==> src/rtl/xnor_mask_eval_pipe.sv <==
// Two-stage valid/ready pipeline evaluating y = ~(e ^ m) bitwise over WIDTH lanes.
// Optional output toggle counter enabled by defining TOGGLE_CNT_EN.
module xnor_mask_eval_pipe #(
   parameter int unsigned WIDTH = 4,
   parameter int unsigned CNT_W = 16
) (
   input  logic             clk,
   input  logic             rst_n,
   input  logic             in_valid,
   output logic             in_ready,
   input  logic [WIDTH-1:0] n_1,
   input  logic [WIDTH-1:0] n_2,
   input  logic [WIDTH-1:0] n_3,
   input  logic [WIDTH-1:0] n_4,
   output logic             out_valid,
   input  logic             out_ready,
   output logic [WIDTH-1:0] n_9,
   input  logic             cnt_clr,
   output logic [CNT_W-1:0] toggle_cnt
);

   logic             s1_v_q, s1_v_d;
   logic             s2_v_q, s2_v_d;
   logic [WIDTH-1:0] e_q, e_d;
   logic [WIDTH-1:0] m_q, m_d;
   logic [WIDTH-1:0] y_q, y_d;
   logic             s2_load;

   assign in_ready  = ~s1_v_q | ~s2_v_q | out_ready;
   assign s2_load   = ~s2_v_q | out_ready;
   assign out_valid = s2_v_q;
   assign n_9       = y_q;

   // Data registers only load on valid beats so bubbles do not disturb held values.
   always_comb begin
      s1_v_d = s1_v_q;
      e_d    = e_q;
      m_d    = m_q;
      s2_v_d = s2_v_q;
      y_d    = y_q;
      if (in_ready) begin
         s1_v_d = in_valid;
         if (in_valid) begin
            e_d = ~(n_2 ^ n_3);
            m_d = ~n_4 & ~(~n_3 & ~(n_1 ^ n_2));
         end
      end
      if (s2_load) begin
         s2_v_d = s1_v_q;
         if (s1_v_q) begin
            y_d = ~(e_q ^ m_q);
         end
      end
   end

   always_ff @(posedge clk) begin
      if (!rst_n) begin
         s1_v_q <= 1'b0;
         s2_v_q <= 1'b0;
         e_q    <= '0;
         m_q    <= '0;
         y_q    <= '0;
      end else begin
         s1_v_q <= s1_v_d;
         s2_v_q <= s2_v_d;
         e_q    <= e_d;
         m_q    <= m_d;
         y_q    <= y_d;
      end
   end

`ifdef TOGGLE_CNT_EN
   logic [CNT_W-1:0] cnt_q, cnt_d;
   logic [WIDTH-1:0] y_prev_q, y_prev_d;
   logic [CNT_W:0]   pop;
   logic [CNT_W:0]   sum;
   logic [WIDTH-1:0] diff;
   logic             out_xfer;

   assign out_xfer   = s2_v_q & out_ready;
   assign diff       = y_q ^ y_prev_q;
   assign toggle_cnt = cnt_q;

   always_comb begin
      pop = '0;
      for (int i = 0; i < int'(WIDTH); i++) begin
         pop = pop + {{CNT_W{1'b0}}, diff[i]};
      end
   end

   // One spare bit catches overflow so the count saturates instead of wrapping.
   assign sum = {1'b0, cnt_q} + pop;

   always_comb begin
      cnt_d    = cnt_q;
      y_prev_d = y_prev_q;
      if (out_xfer) begin
         y_prev_d = y_q;
         cnt_d    = sum[CNT_W] ? {CNT_W{1'b1}} : sum[CNT_W-1:0];
      end
      if (cnt_clr) begin
         cnt_d = '0;
      end
   end

   always_ff @(posedge clk) begin
      if (!rst_n) begin
         cnt_q    <= '0;
         y_prev_q <= '0;
      end else begin
         cnt_q    <= cnt_d;
         y_prev_q <= y_prev_d;
      end
   end
`else
   logic unused_cnt_clr;

   assign unused_cnt_clr = cnt_clr;
   assign toggle_cnt     = '0;
`endif

endmodule
==> config.mk <==
export PLATFORM = sky130hd
export DESIGN_NAME = xnor_mask_eval_pipe
export DESIGN_NICKNAME = d
export VERILOG_FILES = /design/src/rtl/xnor_mask_eval_pipe.sv
export SDC_FILE = /design/constraint.sdc
export NUM_CORES = 1
export LEC_CHECK = 0
export BUFFER_PORTS_ARGS = -buffer_cell sky130_fd_sc_hd__buf_2
export CAP_MARGIN = 20
export CORE_MARGIN = 3
export CORE_UTILIZATION = 44
export DETAILED_ROUTE_END_ITERATION = 10
export PLACE_DENSITY = 0.78
export REMOVE_ABC_BUFFERS = 1
export SYNTH_ARGS = -nofsm -noshare
export SYNTH_HDL_FRONTEND = slang
export SYNTH_SLANG_ARGS = --single-unit
export TNS_END_PERCENT = 10
==> constraint.sdc <==
create_clock -name clk -period 1.4 [get_ports clk]
set_input_delay 0.07 -clock clk [delete_from_list [all_inputs] [get_ports clk]]
set_output_delay 0.07 -clock clk [all_outputs]
set_load 0.005 [all_outputs]
Word level (Yosys, flattened, before mapping):

Index checks and enable logic that the tools add are counted.

* bitwise gates (word level): 16
* reduce and logical (&&, ||, !) cells: 2

Operators by type and width (number)
* $not 4->4: 6
* $xor 4x4->4: 3
* $and 4x4->4: 2
* $reduce_and 2->1: 2
* $or 1x1->1: 3
* $not 1->1: 2

* flip-flop bits (word level): 14
* bits of input ports: 21
* output and inout bits: 22
* word-level logic and storage cells: 23

Logic depth before layout (Yosys ltp):

* depth in word-level cells: 5
* gate-level depth with buffers: 5
* depth with buffers taken out: 4

Worst setup path after synthesis:

Ideal clock, no wire load.

* path kind: flip-flop to flip-flop
* start point: reg s2_v_q (netlist: out_valid)
* end point: reg m_q[0]
* setup time: 122 ps
* arrival time: 874 ps
* required time: 1278 ps
* slack: 404 ps
* stages on the path, launching flop included: 5
* path buffers: 1
* clock period less this slack: 996 ps
* cell sequence: dfxtp_1 and3b_1 buf_6 o21ai_0 a21oi_2

* cells in the longest elaborated chain, start to end: 4

RTL lines
* start: declaration: RTL line 23 `logic s2_v_q, s2_v_d;`
* start signal: assignment: RTL line 65 `s2_v_q <= s2_v_d;`
* $not 1->1: RTL line 29 `assign in_ready = ~s1_v_q | ~s2_v_q | out_ready;`
* $or 1x1->1 (2 in a row): RTL line 29
* $reduce_and 2->1 (no source line)
* end signal: assignment: RTL line 67 `m_q <= m_d;`
* end: declaration: RTL line 25 `logic [WIDTH-1:0] m_q, m_d;`

No other way between the ends.
A chain may end at the register's enable or synchronous reset.

Worst setup path after layout:

* start point: reg s2_v_q (netlist: out_valid)
* end point: out in_ready

* cells in the longest elaborated chain, start to end: 3

RTL lines
* $not 1->1: RTL line 29
* $or 1x1->1 (2 in a row): RTL line 29
* end: declaration: RTL line 10 `output logic in_ready,`

No other way between the ends.

==> key figures <==
Run status
  • Status: completed

Synth
  • Ys flop type: dfxtp_1
  • Post-synth cell types: 17
  • Post-synth ARST share: 0%
  • Synth warn: 0
  • Number of synthesized register bits: 14
  • Area share of the largest cell type after synthesis: roughly a third
  • Most numerous cell in the Yosys netlist: buf_4
  • Sequential fraction of the synthesis area: approximately 33%
  • Largest area contributor in the netlist: dfxtp_1
  • Most common library cells after synthesis: buf_4, dfxtp_1, o21ai_0
  • Syn Inst Count: between 90 and 100
  • EDFF count, synth: 0
  • Largest cells by area after synthesis: dfxtp_1, buf_4, xnor2_1, o21ai_0, o2111ai_2
  • Post-synthesis cell area: roughly 840 sq um
  • Synth Area per Inst: between 8 and 9 sq um

Timing
  • Max Transition Viols Final: 0
  • Final setup fails: 0
  • Fmax achieved: 782.8 MHz
  • RSZ-0062 raised after global routing: no
  • Final setup TNS: 0 ns
  • Layout Skew: 0.001908 ns
  • Final hold vios: 0
  • Clock period minus worst slack: about 1.3 ns
  • Crit share post-route: between 90% and 100%
  • Hold Slack: around 0.076 ns

Floorplan
  • Core area: about 1800 sq um
  • Die width: 49.68 um
  • Die ar.: around 2500 sq um
  • Row count: 15
  • Initial Utilization: a little under half
  • I/O Pins: between 40 and 50
  • Die height: roughly 50 um

Pwr
  • P per Cell Area: roughly 870 nW/um^2
  • Worst IR drop on VDD: ~0.54 mV
  • Leakage: around 0.42 nW
  • Overall Power: ~0.0008 W

Worst setup path
  • Crit-path max cell delay: 0.37 ns
  • R2r setup slk: between 0.2 and 0.3 ns
  • Crit Path Max Fanout: 10
  • Required @ worst endpoint: about 1.3 ns
  • Levels on crit path: 3
  • FF-to-FF path depth: 3
  • Worst EP arrival: 1.21 ns
  • Crit path capture type: primary output
  • Crit path max-delay cell type: and3b_2
  • Setup CP Type: reg2out
  • Crit path buf inv count: 2
  • Worst path cell trace: and3b_2, inv_12, buf_2
  • Reg2reg start: out_valid
  • Worst R2R End: m_q[3]
  • Critical path startpoint: out_valid
  • Setup crit start kind: flip-flop
  • Top delay family on crit path: simple AND/OR/NAND/NOR gates
  • Worst setup path endpoint: in_ready

Clock tree
  • Worst skew pair latency: 0.27 ns
  • # Post-CTS Setup Buffers: 0
  • CTS Buf Count: 3
  • CTS H-tree depth: 1
  • CTS tree: done
  • Clk Tree Root Cell: clkbuf_4
  • CTS max path bufs: 2
  • Reg clk slew, reported paths: approximately 0.08 ns
  • CTS Hold Bufs: 0
  • # clock sinks: 14
  • PostCTS Resize Cnt: 1

Routing
  • WL per Instance: ~10 um
  • Post-route ant nets: 0
  • Residual DRC: 0
  • Routed vias: roughly 670
  • Vias per cell: between 4 and 5
  • Drt pass-1 iters: 4
  • Drt total wl: roughly 1500 um
  • DRT iter0 DRCs: 10

Flow run
  • Max-Cap Viols: 0

Global routing
  • Initial antenna violation count: 0
  • GR Util All Layers: approximately 13%
  • Largest net degree at the start of global routing: 15
  • Overflow after GRT: 0
  • Vias in the first global route: approximately 610
  • First-pass GRT wire length: 2484 um

Cells and area
  • Fin nets: between 100 and 150
  • Final instance area: around 940 sq um
  • Area growth, synth to finish: 12.22%
  • Final Instance Count excl. Fillers: 145
  • Layout cell share with drive strength beyond 1: approximately 33%
  • N_diodes: 0

Placed design
  • Placed Cells: between 100 and 150
  • Post-detail-place hpwl: roughly 1200 um
  • I/O Buffers: 25
  • GPL Wtd Cong: 0.7501
  • Cell Area, Placed: 918.4 sq um

Worst hold path
  • Min-delay worst type: in2reg
==> registers in the layout, summed over array words and instances, names as in the netlist <==
| register | flops |
|---|---|
| s1_v_q | 1 |
| e_q | 4 |
| out_valid | 1 |
| n_9 | 4 |
| m_q | 4 |
==> power breakdown <==
part,internal [W],switching (W),leakage [nW]
combinational,0.0000766,0.0000865,0.290
sequential,0.000425,0.0000133,0.115
clock,0.0000997,0.000118,0.0138
total,0.000601,0.000217,0.419
==> worst min-delay path, delay by kind of cell <==
kind	cells	cell delay, ns
AOI/OAI and AO/OA	2	0.13
buffers and inverters	2	0.12
==> stage by stage <==
stage	util, %	worst slack (ns)
after floorplan	-	0.2718
after global placement	52.06	0.1997
after detailed placement	52.06	0.1652
after CTS	53.40	0.1111
after global routing	53.40	0.03022
final	53.40	0.1225
==> cell usage in the layout, fill, tap and decap left out <==
cell	n
a21oi_1	10
buf_4	1
nand3_1	8
o2111ai_2	4
nand2b_1	1
dfxtp_1	14
and3b_2	1
xnor2_1	8
conb_1	16
nor2b_1	1
inv_12	1
xor2_1	4
o21ai_0	12
inv_1	7
a21oi_2	4
buf_2	25
clkbuf_4	3
==> final cells by class <==
| cell class | count | area [sq um] |
|---|---|---|
| clock buffers | 3 | 22.52 |
| fillers | 189 | 822.0 |
| inverters | 8 | 42.54 |
| multi-input cells | 69 | 432.9 |
| flip-flops and latches | 14 | 280.3 |
| well taps | 25 | 31.28 |
| repair buffers | 26 | 132.6 |
==> cells by family after synthesis <==
logic type	share of synthesized area [%]
AOI/OAI and AO/OA	24.44
xor gates and xnor gates	12.52
buffers and inverters	21.91
DFF	33.38
other	0.4467
and+or+nand+nor	7.304
==> routing by layer <==
metal	share of wire (%)	track usage (%)	vias up
li1	-	-	341
met1	39	14.50	304
met2	51	22.91	29
met3	9.3	5.740	0
met4	0	1.382	0
met5	0	0	-
==> worst min path at each step <==
stage / from / slack [ns] / to / cells past startpoint
floorplan: in_valid / 0.22 / e_q[0] / 2
global placement: n_4[0] / 0.36 / m_q[0] / 4
detailed placement: n_4[3] / 0.37 / m_q[3] / 4
CTS: n_4[3] / 0.07 / m_q[3] / 4
global route: n_4[1] / 0.07 / m_q[1] / 4
finish: n_4[3] / 0.08 / m_q[3] / 4
(Power assumes the default switching activity.)
